===== src/rtl/seg_pkg.sv =====
`default_nettype none
// ============================================================================
//  Module      : seg_pkg
//  Description : Shared definitions for the 7-segment scan path: blank and
//                range codes for BCD digits, the slot state type, the
//                active-low segment patterns used by the segment decoder,
//                and small helper functions.
//  Revision    : 1.0  initial release
// ============================================================================
package seg_pkg;

    // Nibble value that the display treats as "nothing to show".
    localparam logic [3:0] BLANK_CODE = 4'hF;
    // Largest nibble that is a displayable decimal digit.
    localparam logic [3:0] MAX_BCD    = 4'd9;

    // Slot phase: BLANK keeps every digit off while the decoder settles,
    // SHOW drives the enable of the current digit.
    typedef enum logic [0:0] {
        BLANK = 1'b0,
        SHOW  = 1'b1
    } scan_state_e;

    // Active-low segment patterns, bit order {g,f,e,d,c,b,a}.
    localparam logic [6:0] SEG_0   = 7'b100_0000;
    localparam logic [6:0] SEG_1   = 7'b111_1001;
    localparam logic [6:0] SEG_2   = 7'b010_0100;
    localparam logic [6:0] SEG_3   = 7'b011_0000;
    localparam logic [6:0] SEG_4   = 7'b001_1001;
    localparam logic [6:0] SEG_5   = 7'b001_0010;
    localparam logic [6:0] SEG_6   = 7'b000_0010;
    localparam logic [6:0] SEG_7   = 7'b111_1000;
    localparam logic [6:0] SEG_8   = 7'b000_0000;
    localparam logic [6:0] SEG_9   = 7'b001_0000;
    localparam logic [6:0] SEG_OFF = 7'b111_1111;

    // True when the nibble is a displayable decimal digit.
    function automatic logic is_bcd(input logic [3:0] code);
        return (code <= MAX_BCD);
    endfunction

    // Width of a digit index; a single-digit display still needs one bit.
    function automatic int idx_width(input int n);
        return (n > 1) ? $clog2(n) : 1;
    endfunction

endpackage : seg_pkg
`default_nettype wire


===== src/rtl/scan_timer.sv =====
`default_nettype none
// ============================================================================
//  Module      : scan_timer
//  Description : Slot counter and digit index for the display scan, plus the
//                BLANK/SHOW slot phase. All status outputs are look-ahead:
//                they describe the cycle that follows the next clock edge,
//                so the caller can register its outputs and still line them
//                up with the counter.
//  Ports       : clk, rst_n     clock, async active-low reset
//                en             scan enable; low clears counter and index
//                slot_start     next cycle is cycle 0 of a slot
//                show           next cycle is in the SHOW phase
//                wrap           this edge wraps the slot counter
//                idx_nxt        digit index for the next cycle
//  Revision    : 1.0  initial release
// ============================================================================
module scan_timer
    import seg_pkg::*;
#(
    parameter  int NUM_DIGITS = 6,
    parameter  int SCAN_DIV   = 50000,
    parameter  int BLANK_CYC  = 500,
    localparam int IDX_W      = idx_width(NUM_DIGITS)
) (
    input  logic             clk,
    input  logic             rst_n,
    input  logic             en,
    output logic             slot_start,
    output logic             show,
    output logic             wrap,
    output logic [IDX_W-1:0] idx_nxt
);

    localparam int               CNT_W      = $clog2(SCAN_DIV);
    localparam logic [CNT_W-1:0] CNT_LAST   = CNT_W'(SCAN_DIV - 1);
    localparam logic [CNT_W-1:0] BLANK_LAST = CNT_W'(BLANK_CYC - 1);
    localparam logic [IDX_W-1:0] IDX_LAST   = IDX_W'(NUM_DIGITS - 1);

    logic [CNT_W-1:0] cnt_q, cnt_d;
    logic [IDX_W-1:0] idx_q, idx_d;
    scan_state_e      state_q, state_d;

    // Counters
    always_comb begin
        cnt_d = cnt_q;
        idx_d = idx_q;
        wrap  = 1'b0;
        if (!en) begin
            cnt_d = '0;
            idx_d = '0;
        end else if (cnt_q == CNT_LAST) begin
            wrap  = 1'b1;
            cnt_d = '0;
            idx_d = (idx_q == IDX_LAST) ? '0 : idx_q + IDX_W'(1);
        end else begin
            cnt_d = cnt_q + CNT_W'(1);
        end
    end

    // State register and counter flops
    always_ff @(posedge clk or negedge rst_n) begin
        if (!rst_n) begin
            cnt_q   <= '0;
            idx_q   <= '0;
            state_q <= BLANK;
        end else begin
            cnt_q   <= cnt_d;
            idx_q   <= idx_d;
            state_q <= state_d;
        end
    end

    // Next-state logic: SHOW starts once the blanking cycles are used up and
    // lasts until the slot wraps or the scan is disabled.
    always_comb begin
        state_d = state_q;
        case (state_q)
            BLANK:   if (en && (cnt_q == BLANK_LAST)) state_d = SHOW;
            SHOW:    if (!en || wrap)                 state_d = BLANK;
            default:                                  state_d = BLANK;
        endcase
    end

    // Output logic
    always_comb begin
        slot_start = (cnt_d == '0);
        show       = (state_d == SHOW);
        idx_nxt    = idx_d;
    end

endmodule : scan_timer
`default_nettype wire


===== src/rtl/seg_scan_ctrl.sv =====
`default_nettype none
// ============================================================================
//  Module      : seg_scan_ctrl
//  Description : Time-multiplexed scan controller for a common-anode
//                7-segment array. Stages a frame of BCD digits, swaps it in
//                at the frame boundary, and walks the digits with a blanking
//                gap at the start of every slot so the registered decoder
//                downstream has settled before a digit is enabled.
//  Ports       : clk, rst_n     clock, async active-low reset
//                en             scan enable; low forces the display dark
//                load           strobe capturing digits_in / dp_in
//                digits_in      BCD digits, nibble i is digit i
//                dp_in          decimal-point request per digit
//                number_out     digit code for the segment decoder
//                dig_sel        active-low digit enables
//                dp_n           active-low decimal-point segment
//                frame_done     pulse in the first cycle of a new frame
//  Revision    : 1.0  initial release
// ============================================================================
module seg_scan_ctrl
    import seg_pkg::*;
#(
    parameter int NUM_DIGITS = 6,
    parameter int SCAN_DIV   = 50000,
    parameter int BLANK_CYC  = 500
) (
    input  logic                    clk,
    input  logic                    rst_n,
    input  logic                    en,
    input  logic                    load,
    input  logic [4*NUM_DIGITS-1:0] digits_in,
    input  logic [NUM_DIGITS-1:0]   dp_in,
    output logic [3:0]              number_out,
    output logic [NUM_DIGITS-1:0]   dig_sel,
    output logic                    dp_n,
    output logic                    frame_done
);

    localparam int                      IDX_W     = idx_width(NUM_DIGITS);
    localparam logic [4*NUM_DIGITS-1:0] BLANK_ALL = {NUM_DIGITS{BLANK_CODE}};

    logic [4*NUM_DIGITS-1:0] stage_q,    stage_d;
    logic [NUM_DIGITS-1:0]   stage_dp_q, stage_dp_d;
    logic [4*NUM_DIGITS-1:0] act_q,      act_d;
    logic [NUM_DIGITS-1:0]   act_dp_q,   act_dp_d;
    logic                    pending_q,  pending_d;
    logic [3:0]              number_out_q, number_out_d;
    logic [NUM_DIGITS-1:0]   dig_sel_q,    dig_sel_d;
    logic                    dp_n_q,       dp_n_d;
    logic                    frame_done_q, frame_done_d;

    logic             w_slot_start;
    logic             w_show;
    logic             w_wrap;
    logic [IDX_W-1:0] w_idx_nxt;
    logic             w_boundary;
    logic [3:0]       w_code;
    logic             w_lit;

    scan_timer #(
        .NUM_DIGITS (NUM_DIGITS),
        .SCAN_DIV   (SCAN_DIV),
        .BLANK_CYC  (BLANK_CYC)
    ) u_scan_timer (
        .clk        (clk),
        .rst_n      (rst_n),
        .en         (en),
        .slot_start (w_slot_start),
        .show       (w_show),
        .wrap       (w_wrap),
        .idx_nxt    (w_idx_nxt)
    );

    // The last slot wrapping back to digit 0 marks the frame boundary.
    assign w_boundary = w_wrap && (w_idx_nxt == '0);

    // Frame buffers. A load on the boundary cycle itself goes straight to
    // the active frame so it is visible in the frame that starts now.
    always_comb begin
        stage_d    = stage_q;
        stage_dp_d = stage_dp_q;
        act_d      = act_q;
        act_dp_d   = act_dp_q;
        pending_d  = pending_q;
        if (load) begin
            stage_d    = digits_in;
            stage_dp_d = dp_in;
            pending_d  = 1'b1;
        end
        if (w_boundary) begin
            if (load) begin
                act_d     = digits_in;
                act_dp_d  = dp_in;
                pending_d = 1'b0;
            end else if (pending_q) begin
                act_d     = stage_q;
                act_dp_d  = stage_dp_q;
                pending_d = 1'b0;
            end
        end
    end

    // Outputs are computed from next-cycle counter and frame values so the
    // registered outputs line up with the counter they describe.
    assign w_code = act_d[{w_idx_nxt, 2'b00} +: 4];
    assign w_lit  = w_show && is_bcd(w_code);

    for (genvar gi = 0; gi < NUM_DIGITS; gi++) begin : g_dig_sel
        assign dig_sel_d[gi] = ~(w_lit && (w_idx_nxt == IDX_W'(gi)));
    end

    always_comb begin
        number_out_d = w_code;
        dp_n_d       = ~(w_lit && act_dp_d[w_idx_nxt]);
        // cnt only returns to 0 with en high through a wrap.
        frame_done_d = en && w_slot_start && (w_idx_nxt == '0);
    end

    always_ff @(posedge clk or negedge rst_n) begin
        if (!rst_n) begin
            stage_q      <= BLANK_ALL;
            stage_dp_q   <= '0;
            act_q        <= BLANK_ALL;
            act_dp_q     <= '0;
            pending_q    <= 1'b0;
            number_out_q <= 4'h0;
            dig_sel_q    <= '1;
            dp_n_q       <= 1'b1;
            frame_done_q <= 1'b0;
        end else begin
            stage_q      <= stage_d;
            stage_dp_q   <= stage_dp_d;
            act_q        <= act_d;
            act_dp_q     <= act_dp_d;
            pending_q    <= pending_d;
            number_out_q <= number_out_d;
            dig_sel_q    <= dig_sel_d;
            dp_n_q       <= dp_n_d;
            frame_done_q <= frame_done_d;
        end
    end

    assign number_out = number_out_q;
    assign dig_sel    = dig_sel_q;
    assign dp_n       = dp_n_q;
    assign frame_done = frame_done_q;

endmodule : seg_scan_ctrl
`default_nettype wire

===== config.mk =====
export PLATFORM = sky130hd
export DESIGN_NAME = seg_scan_ctrl
export DESIGN_NICKNAME = d
export VERILOG_FILES = /design/src/rtl/seg_pkg.sv /design/src/rtl/scan_timer.sv /design/src/rtl/seg_scan_ctrl.sv
export SDC_FILE = /design/constraint.sdc
export NUM_CORES = 1
export LEC_CHECK = 0
export ABC_AREA = 1
export CORE_UTILIZATION = 58
export DETAILED_ROUTE_END_ITERATION = 7
export PLACE_DENSITY = 0.79
export SYNTH_ARGS = -nofsm -noshare
export SYNTH_HDL_FRONTEND = slang
export SYNTH_SLANG_ARGS = --single-unit

===== constraint.sdc =====
create_clock -name clk -period 3.11 [get_ports clk]
set_clock_uncertainty 0.05 [all_clocks]
set_input_delay 0.4665 -clock clk [delete_from_list [all_inputs] [get_ports clk]]
set_output_delay 0.4665 -clock clk [all_outputs]
set_load 0.02 [all_outputs]

==> summary.md, run 1 <==
| Metric | Value |
|---|---|
| Outcome | `finished, final reports clean` |
| H-Tree Depth | `3` |
| Mapped Avg Cell Area | `7.947 µm²` |
| Final core occ | `68.77%` |
| Final period util | `91.84%` |
| FP Rows | `33` |
| Root Driver | `clkbuf_8` |
| P&R area growth vs syn | `15.06%` |
| Crit Path Class | `reg2reg` |
| Remaining Overflow, GRT | `0` |
| CTS Hold Buffers Added | `0` |
| Final hold violations | `0` |
| Mapped Nets | `653` |
| VDD IR max | `243.3 µV` |
| Pins Over Slew Limit | `0` |
| Synth cell types | `41` |
| Gr usage total | `26.63%` |
| PwrDens | `407.6 nW/µm²` |
| Die width | `94.02 µm` |
| CTS tree | `done` |
| CTS buffer count | `9` |
| WP data required | `3.32 ns` |
| WP depth | `17` |
| CTS Sinks | `93` |
| Post-cts sizing count | `0` |
| RSZ-0062 raised after global routing | `false` |
| Setup crit end | `dp_n` |
| Net Sw Power | `0.0005921 W` |
| First-pass GRT wire length | `18300 µm` |
| Int Power | `0.001711 W` |
| Tmin final | `2.856 ns` |
| Reg2reg end | `dp_n` |
| Critical path, cell by cell | `ha_1 > nand3_2 > nor2_4 > nand2_4 > nand3_2 > nand2_4 > nor2_8 > nand2_4 > nor2_4 > buf_12 > nand3_1 > o21ai_1 > o21ai_1 > nor2_1 > nand2_1 > nand2_2 > nand3_1` |
| Bufs and invs on worst path | `1` |
| Cell count after synthesis | `618` |
| Die area | `8839 µm²` |
| Setup violators final | `0` |
| GPL Wtd Cong | `0.9235` |
| Reg power frac | `58.2%` |
| WHS | `0.1678 ns` |
| Layout Cells excl Fill | `777` |
| Worst Tran Pin Value | `0.9557 ns` |
| Layout cell share with drive strength beyond 1 | `16.96%` |
| Cells on worst reg2reg path | `17` |
| Largest net degree at the start of global routing | `78` |
| Logic pwr share | `11.4%` |
| Crit path capture type | `flop` |
| Flop2flop setup slack | `0.25 ns` |
| Synth top area share | `29.43%` |
| Dominant synthesized flop cell | `dfstp_2` |
| Initial antenna violation count | `0` |
| DR vias | `4253` |
| Post-DP HPWL | `7925 µm` |
| Max-slew headroom | `36.29%` |
| DRT antenna net count | `0` |
| Core Box Area | `8217 µm²` |
| DP Cell Count | `761` |
| DRC marker count from the first detailed-route iteration | `216` |
| Sequential-to-total area share from yosys stat | `48.79%` |
| Clk_lat worst skew | `0.36 ns` |
| Clock Pin Slew Worst Setup and Hold Paths | `0.10 ns` |
| #FFs+latches synth | `93` |
| Critical path's top delay family | `simple AND/OR/NAND/NOR gates` |
| Synth async-reset ratio | `100.0%` |
| # diodes | `0` |
| CP max stage delay | `0.38 ns` |
| DRC | `0` |
| Fin nets | `702` |
| Max Clk Rate | `350.1 MHz` |
| Number of synthesized flops with an enable pin | `0` |
| Leak | `2.661 nW` |
| I/O pin count | `46` |
| Initial Util | `59.77%` |
| Synth Cell Area | `4911 µm²` |
| Crit path DAT | `3.07 ns` |
| Routed WL | `10800 µm` |
| Crit path from | `u_scan_timer.cnt_q[0]` |
| Die height | `94.02 µm` |
| Worst path slowest cell | `dfrtp_1` |
| CP Max Fanout | `29` |
| Vias in the first global route | `4059` |
| Drt pass-1 iters | `5` |
| Leading area contributor after synthesis | `dfstp_2` |
| Fillcell total | `686` |
| Fin Setup TNS | `0 ns` |
| Ys Warns | `0` |
| PortBufs | `45` |
| Wirelength per Cell | `13.90 µm` |
| Most frequent CP cell | `nand2_4` |
| CTS Buffer Depth | `2` |
| Worst min path class | `in2async` |
| Post-CTS Setup Bufs | `0` |
| Synth area leaders | `dfstp_2 29%, dfrtp_1 19%, nand2_1 12%` |
| R2r startpoint | `u_scan_timer.cnt_q[0]` |
| Clock network power share | `30.4%` |
| Max Cap Violations | `0` |
| Sw Ratio | `25.71%` |
| Critical Path Start Type | `flop` |
| Vias per cell | `5.474` |
## metal layers
metal | track usage, % | up-vias | part of all wire [%]
li1 | - | 2074 | -
met1 | 35.35 | 2056 | 46
met2 | 44.77 | 111 | 49
met3 | 4.288 | 12 | 4.5
met4 | 8.077 | 0 | 0.98
met5 | 0 | - | 0
## cells in the final DEF, fill, tap and decap left out, drive strengths merged, types with 2 or more instances in the layout
cell type / Yosys / routed
xor2: 2 / 2
and2: 4 / 4
a21boi: 4 / 4
a21oi: 25 / 25
nand3: 46 / 46
dfstp: 55 / 55
dfrtp: 38 / 38
nand4: 11 / 11
nor2: 53 / 53
clkinv: 0 / 2
clkbuf: 11 / 12
o211ai: 4 / 4
nor3: 10 / 10
buf: 13 / 19
inv: 94 / 94
clkdlybuf4s50: 0 / 43
o21ai: 64 / 64
nor4: 3 / 3
clkinvlp: 0 / 2
nand2: 161 / 161
o21a: 10 / 10
## sequential cells by signal, indices dropped and copies added (netlist names)
| name | count |
|---|---|
| dig_sel | 6 |
| number_out | 4 |
| act_q | 24 |
| u_scan_timer.idx_q | 3 |
| stage_dp_q | 6 |
| frame_done | 1 |
| u_scan_timer.cnt_q | 16 |
| u_scan_timer.state_q | 1 |
| stage_q | 24 |
| dp_n | 1 |
| pending_q | 1 |
| act_dp_q | 6 |
## area by class of cell
| class | count | area (µm²) | area share, % |
|---|---|---|---|
| well taps | 105 | 131.4 | 2.325 |
| repair buffers | 62 | 583.1 | 10.32 |
| clock inverters | 4 | 25.02 | 0.4429 |
| multi-input cells | 407 | 2027 | 35.87 |
| clock buffers | 12 | 135.1 | 2.392 |
| inverters | 94 | 352.8 | 6.244 |
| flip-flops and latches | 93 | 2396 | 42.40 |
## metrics by stage
| stage | setup WS (ns) | cell area [µm²] | power, W |
|---|---|---|---|
| global placement | 0.2650 | 5490 | 0.001612 |
| finish | 0.2537 | 5650 | 0.002303 |
| global route | 0.01870 | 5650 | 0.002417 |
| floorplan | 0.8451 | 4911 | 0.001503 |
| detailed placement | 0.1734 | 5490 | 0.001625 |
| CTS | 0.2604 | 5650 | 0.002319 |
## worst reg2reg max path: cells and delay by family, from the launching register on
kind	cells	cell delay [ns]
AND/OR/NAND/NOR	13	1.64
flip-flops	1	0.38
AO/OA/AOI/OAI	2	0.27
adder cells (fa/ha/maj)	1	0.25
buffers and inverters	1	0.19
## how the worst min path moves through the flow
stage,startpoint,end,slack (ns),cells past startpoint
floorplan,rst_n,act_dp_q[0],0.12,0
global placement,stage_q[8],stage_q[8],0.40,2
detailed placement,stage_q[8],stage_q[8],0.40,2
CTS,rst_n,u_scan_timer.cnt_q[1],0.23,1
global route,rst_n,u_scan_timer.cnt_q[0],0.25,1
finish,rst_n,u_scan_timer.cnt_q[10],0.17,1
## power groups by stage
stage                     Combinational [W]  Clock, W  Sequential, W
final                              0.000262  0.000700        0.00134
after global routing               0.000300  0.000769        0.00135
after CTS                          0.000265  0.000714        0.00134
after detailed placement           0.000264         0        0.00136
after global placement             0.000254         0        0.00136
after floorplan                    0.000145         0        0.00136
## kinds of logic after synthesis
kind of cell / count (synthesis) / synth area share (%)
fa+ha+maj: 1 / 0.2547
compound gates: 113 / 12.84
flops: 93 / 48.79
simple gates: 290 / 27.64
xor+xnor: 3 / 0.5351
buf+inv: 118 / 9.936
## cells in the mapped netlist, types with 2 or more instances
library cell  instances
dfstp_2              55
nor4_1                3
o21ai_0              53
o21a_1               10
nand2_1             155
nand3_4               2
buf_6                 5
o211ai_1              4
nand4_1              11
xor2_1                2
and2_1                4
buf_2                 3
nand3_2               4
nor2_2                2
nand2_2               2
o21ai_1              10
buf_1                 4
nand3_1              40
inv_1                89
nor2_1               44
nor2_4                6
clkbuf_1             11
dfrtp_1              38
inv_2                 5
a21boi_0              4
nor3_1               10
nand2_4               4
a21oi_1              25
No activity file was read; power rests on OpenSTA's default activity.
==> inputs of run 2 (changes only) <==
--- a/config.mk
+++ b/config.mk
@@ -6,6 +6,7 @@
 export NUM_CORES = 1
 export LEC_CHECK = 0
 export ABC_AREA = 1
+export CAP_MARGIN = 10
 export CORE_UTILIZATION = 58
 export DETAILED_ROUTE_END_ITERATION = 7
 export PLACE_DENSITY = 0.79
==> constraint.sdc (replaced) <==
create_clock -name clk -period 2.8 [get_ports clk]
set_clock_uncertainty 0.05 [all_clocks]
set_input_delay 0.42 -clock clk [delete_from_list [all_inputs] [get_ports clk]]
set_output_delay 0.42 -clock clk [all_outputs]
set_load 0.02 [all_outputs]
==> summary.md, run 2 (synthesis gave the netlist of run 1 again) <==
| Metric | Value |
|---|---|
| Gr usage total | `26.61%` |
| DRC | `0` |
| Critical Path Start Type | `flop` |
| DP Cell Count | `760` |
| Pins Over Slew Limit | `0` |
| Clock Pin Slew Worst Setup and Hold Paths | `0.09 ns` |
| DRT antenna net count | `0` |
| VDD IR max | `335.8 µV` |
| DRC marker count from the first detailed-route iteration | `185` |
| Crit path DAT | `2.87 ns` |
| PwrDens | `474.5 nW/µm²` |
| Worst Tran Pin Value | `0.6140 ns` |
| Die height | `94.02 µm` |
| CTS tree | `done` |
| Crit path capture type | `flop` |
| DR vias | `4235` |
| Layout cell share with drive strength beyond 1 | `19.56%` |
| Die width | `94.02 µm` |
| Fin area | `5896 µm²` |
| Crit Path Class | `reg2reg` |
| Root Driver | `clkbuf_8` |
| R2r startpoint | `u_scan_timer.cnt_q[4]` |
| Fin nets | `715` |
| CTS Sinks | `93` |
| Routed WL | `11080 µm` |
| Tmin final | `2.652 ns` |
| I/O pin count | `46` |
| Setup violators final | `0` |
| Clk_lat worst skew | `0.37 ns` |
| Initial antenna violation count | `0` |
| Core Box Area | `8217 µm²` |
| Post-DP HPWL | `7693 µm` |
| Final WS setup | `0.1478 ns` |
| Commonest non-fill, non-tap cell in the layout | `nand2_1` |
| WP data required | `3.01 ns` |
| GPL Wtd Cong | `0.8538` |
| Crit path from | `u_scan_timer.cnt_q[4]` |
| Largest registers | `act_q: 24 flops, stage_q: 24 flops, u_scan_timer.cnt_q: 16 flops` |
| Drt pass-1 iters | `4` |
| CP Max Fanout | `14` |
| Worst min path class | `in2reg` |
| # diodes | `0` |
| Final period util | `94.72%` |
| Final hold violations | `0` |
| Max Clk Rate | `377.1 MHz` |
| CTS Buffer Depth | `2` |
| Vias per cell | `5.361` |
| Max Cap Violations | `0` |
| Leak | `2.784 nW` |
| Min-delay src | `load` |
| H-Tree Depth | `3` |
| FP Rows | `33` |
| Setup slack at placement | `0.003029 ns` |
| P&R area growth vs syn | `20.05%` |
| PortBufs | `45` |
| Fillcell total | `633` |
| Max-slew headroom | `59.07%` |
| Commonest cells after routing, fill and taps aside | `154 x nand2_1, 89 x inv_1, 55 x dfstp_2` |
| CTS buffer count | `9` |
| Remaining Overflow, GRT | `0` |
| Outcome | `finished, final reports clean` |
| Layout Cells excl Fill | `790` |
| Initial Util | `59.77%` |
| Placed Area | `5508 µm²` |
| Die area | `8839 µm²` |
| First-pass GRT wire length | `18140 µm` |
| Wirelength per Cell | `14.03 µm` |
| Vias in the first global route | `4032` |
| Largest net degree at the start of global routing | `55` |
## run 2: cell types whose count changed in the layout (fill, tap and decap cells not counted), sizes merged
cell / before / now
clkinvlp: 2 / 1
buf: 19 / 30
clkbuf: 12 / 11
bufinv: 0 / 2
clkinv: 2 / 3
dlygate4sd3: 0 / 1
## run 2: repair_timing
action,in CTS,in global routing
hold buffers,1,0
buffers inserted,0,12
endpoints found under the hold margin,10,0
resized for setup,0,8
setup endpoints to repair,0,7
## run 2: routing by layer
layer	track usage (%)	up-vias	share of wire (%)
li1	-	2096	-
met1	36.16	2022	45
met2	43.49	104	49
met3	3.317	13	4.0
met4	10.26	0	1.4
met5	0	-	0
## run 2: path summary, 6_finish.rpt
check                                    endpoint  slack, ns  cells after the start
max                                          dp_n       0.15                     17
min                                   stage_q[14]       0.33                      3
max reg2reg                                  dp_n       0.15                     17
min reg2reg                           stage_q[14]       0.42                      2
max in group asynchronous               act_q[11]       1.57                      3
min in group asynchronous  u_scan_timer.cnt_q[10]       0.44                      2
## run 2: critical path, stage by stage (launching register included)
cell and delay (ns):
dfrtp_1 0.42, nor2_1 0.19, nand2_2 0.09, nor2_4 0.15, nand2_4 0.10, nand3_2 0.09, nand2_4 0.10, nor2_8 0.18
nand2_4 0.07, nor2_4 0.17, buf_12 0.16, nand3_1 0.06, o21ai_0 0.13, o21ai_1 0.12, nor2_2 0.14, nand2_1 0.08
nand2_2 0.13, nand3_1 0.09
## run 2: final cells by class
type / count / area, µm² / area share (%)
inverters: 94 / 352.8 / 5.985
multi-input cells: 407 / 2066 / 35.04
clock inverters: 6 / 86.33 / 1.464
repair buffers: 75 / 725.7 / 12.31
clock buffers: 10 / 137.6 / 2.334
flip-flops and latches: 93 / 2396 / 40.64
well taps: 105 / 131.4 / 2.228
## run 2: metrics by stage
stage / util, % / hold WS, ns / TNS [ns] / power, W
finish: 71.75 / 0.3337 / 0 / 0.002798
global route: 71.75 / 0.3538 / -0.1446 / 0.002913
CTS: 69.88 / 0.3277 / 0 / 0.002798
detailed placement: 67.03 / 0.3015 / 0 / 0.001805
global placement: 67.03 / 0.3011 / 0 / 0.001796
floorplan: - / 0.07441 / 0 / 0.001669
## run 2: where the power goes
part	leakage, nW	internal, W	switching [W]
Clock	0.112	0.000526	0.000476
Sequential	1.07	0.00146	0.0000338
Combinational	1.60	0.000132	0.000173
==> inputs of run 3 (changes only) <==
--- a/config.mk
+++ b/config.mk
@@ -5,11 +5,11 @@
 export SDC_FILE = /design/constraint.sdc
 export NUM_CORES = 1
 export LEC_CHECK = 0
-export ABC_AREA = 1
 export CAP_MARGIN = 10
-export CORE_UTILIZATION = 58
+export CORE_ASPECT_RATIO = 0.75
+export CORE_UTILIZATION = 57
 export DETAILED_ROUTE_END_ITERATION = 7
-export PLACE_DENSITY = 0.79
+export PLACE_DENSITY = 0.78
 export SYNTH_ARGS = -nofsm -noshare
 export SYNTH_HDL_FRONTEND = slang
 export SYNTH_SLANG_ARGS = --single-unit
==> constraint.sdc (replaced) <==
create_clock -name clk -period 2.8 [get_ports clk]
set_clock_uncertainty 0.05 [all_clocks]
set_input_delay 0.56 -clock clk [delete_from_list [all_inputs] [get_ports clk]]
set_output_delay 0.56 -clock clk [all_outputs]
set_load 0.02 [all_outputs]
==> summary.md, run 3 <==
| Metric | Value |
|---|---|
| Max Cap Violations | `0` |
| GPL Wtd Cong | `0.8978` |
| CP Max Fanout | `15` |
| Vias in the first global route | `4274` |
| Setup slack at placement | `-0.4863 ns` |
| Routed WL | `14720 µm` |
| R2r startpoint | `u_scan_timer.cnt_q[10]` |
| Dominant synthesized flop cell | `dfstp_2` |
| Initial antenna violation count | `0` |
| FP Rows | `27` |
| Root Driver | `clkbuf_8` |
| Fin nets | `626` |
| DRT antenna net count | `0` |
| Commonest non-fill, non-tap cell in the layout | `buf_4` |
| Worst Tran Pin Value | `0.5674 ns` |
| DR vias | `4441` |
| Vias per cell | `6.372` |
| Final core occ | `84.08%` |
| Mapped Nets | `496` |
| Wirelength per Cell | `21.12 µm` |
| Leading area contributor after synthesis | `dfstp_2` |
| H-Tree Depth | `3` |
| Remaining Overflow, GRT | `0` |
| CTS tree | `done` |
| CTS buffer count | `9` |
| Sequential-to-total area share from yosys stat | `52.19%` |
| Clock Pin Slew Worst Setup and Hold Paths | `0.10 ns` |
| CTS Hold Buffers Added | `0` |
| #FFs+latches synth | `93` |
| Crit path capture type | `flop` |
| Cell count after synthesis | `461` |
| Tmin final | `3.234 ns` |
| # diodes | `0` |
| Cells on worst reg2reg path | `10` |
| CTS Sinks | `93` |
| Leak | `2.709 nW` |
| P&R area growth vs syn | `38.59%` |
| CTS Buffer Depth | `2` |
| Post-DP HPWL | `9556 µm` |
| Synth area leaders | `dfstp_2 31%, dfrtp_1 21%, mux2_2 5.4%` |
| Layout cell share with drive strength beyond 1 | `40.94%` |
| Synth top area share | `31.48%` |
| Pwr Total | `0.002599 W` |
| Failing checks | `negative setup slack` |
| Max Clk Rate | `309.2 MHz` |
| Crit Path Class | `reg2reg` |
| Flop2flop setup slack | `-0.43 ns` |
| Reg2reg end | `dig_sel[2]` |
| Critical Path Start Type | `flop` |
| Ys Warns | `0` |
| Outcome | `finished, violations left` |
| Mapped Avg Cell Area | `9.958 µm²` |
| VDD IR max | `267.8 µV` |
| Final hold violations | `0` |
| Clk_lat worst skew | `0.37 ns` |
| PwrDens | `408.4 nW/µm²` |
| Synth Cell Area | `4591 µm²` |
| Setup violators final | `12` |
| Largest registers | `act_q: 24 flops, stage_q: 24 flops, u_scan_timer.cnt_q: 16 flops` |
| DP Cell Count | `672` |
| WP data required | `3.04 ns` |
| Final WS setup | `-0.4343 ns` |
| DRC marker count from the first detailed-route iteration | `480` |
| Crit path DAT | `3.48 ns` |
| Synth cell count leaders | `63 x nor2_1, 55 x dfstp_2, 38 x dfrtp_1` |
| Most frequent cell after synthesis | `nor2_1` |
| Die height | `79.72 µm` |
| Initial Util | `60.66%` |
| Die area | `8420 µm²` |
| RSZ-0062 raised after global routing | `true` |
| Die width | `105.6 µm` |
| Worst min path class | `in2async` |
| Final period util | `115.5%` |
| Max-slew headroom | `61.82%` |
| PortBufs | `45` |
| Largest net degree at the start of global routing | `75` |
| Number of synthesized flops with an enable pin | `0` |
| Commonest cells after routing, fill and taps aside | `93 x buf_4, 60 x nor2_1, 55 x dfstp_2` |
| I/O pin count | `46` |
| Pins Over Slew Limit | `0` |
| First-pass GRT wire length | `21850 µm` |
| Synth cell types | `59` |
| Gr usage total | `34.57%` |
| Layout Cells excl Fill | `697` |
| Core Box Area | `7567 µm²` |
| DRC | `0` |
| Drt pass-1 iters | `5` |
| Fillcell total | `419` |
| Synth async-reset ratio | `100.0%` |
==> run 3: cell count changes after synthesis, moves of 12 or more <==
cell and delta:
nor3_1 +12, o22ai_1 +17, inv_1 -69, nor2_1 +19, nand3_1 -32, mux2_2 +22
nand2_1 -126, o21ai_0 -33
==> run 3: worst max-delay path, stage by stage (launching register included) <==
cell and delay (ns):
dfrtp_1 0.40, or4_4 0.55, or4b_4 0.59, buf_8 0.18
nor3_2 0.26, nor3_4 0.10, a2111oi_4 0.43, a22oi_2 0.16
a21oi_2 0.17, buf_6 0.15, o211ai_1 0.12
==> run 3: where the power goes <==
part,total [W],internal [W],switching (W),leakage (nW)
Combinational,0.000201,0.0000996,0.000102,1.53
Sequential,0.00145,0.00142,0.0000288,1.08
Clock,0.000952,0.000465,0.000486,0.0992
==> run 3: stage by stage <==
stage	cell area, µm²	hold slack, ns	setup TNS (ns)
2_1_floorplan	4647	0.2144	-2.521
3_3_place_gp	5787	0.4084	-3.441
3_5_place_dp	5787	0.4113	-4.677
4_1_cts	6155	0.01887	-2.998
5_1_grt	6362	0.01457	-5.041
6_report	6362	0.01107	-4.066
==> run 3: worst max path at each step <==
stage / startpoint / to / cells past startpoint
after CTS: u_scan_timer.cnt_q[7] / dig_sel[1] / 10
final: u_scan_timer.cnt_q[10] / dig_sel[2] / 10
after global placement: u_scan_timer.cnt_q[10] / dig_sel[3] / 9
after floorplan: u_scan_timer.cnt_q[10] / frame_done / 8
after global routing: u_scan_timer.cnt_q[10] / dp_n / 10
after detailed placement: u_scan_timer.cnt_q[10] / dig_sel[1] / 9
==> run 3: timing repair <==
action                                  4_1_cts  5_1_grt
pin swaps                                    12       23
endpoints found under the setup margin       12       12
buffers inserted                              4        6
gates resized for setup                      30       30
==> run 3: cell type report <==
type / instances / area [µm²] / share of cell area, %
flip-flops and latches: 93 / 2396 / 37.66
clock buffers: 12 / 155.1 / 2.439
repair buffers: 147 / 1276 / 20.06
clock inverters: 4 / 53.80 / 0.8456
multi-input cells: 320 / 2280 / 35.83
well taps: 101 / 126.4 / 1.986
inverters: 20 / 75.07 / 1.180
==> run 3: kinds of logic after synthesis <==
kind of cell | after synthesis | synth area share [%]
flops | 93 | 52.19
compound gates | 105 | 15.15
fa+ha+maj | 1 | 0.2725
buf+inv | 48 | 4.388
xor+xnor | 14 | 2.671
simple gates | 174 | 19.05
mux | 26 | 6.269
==> run 3: per-layer routing <==
metal,vias to the layer above,track usage [%],part of all wire [%]
li1,1916,-,-
met1,2171,47.64,41
met2,299,54.54,45
met3,55,9.143,10
met4,0,9.306,2.9
met5,-,0,0
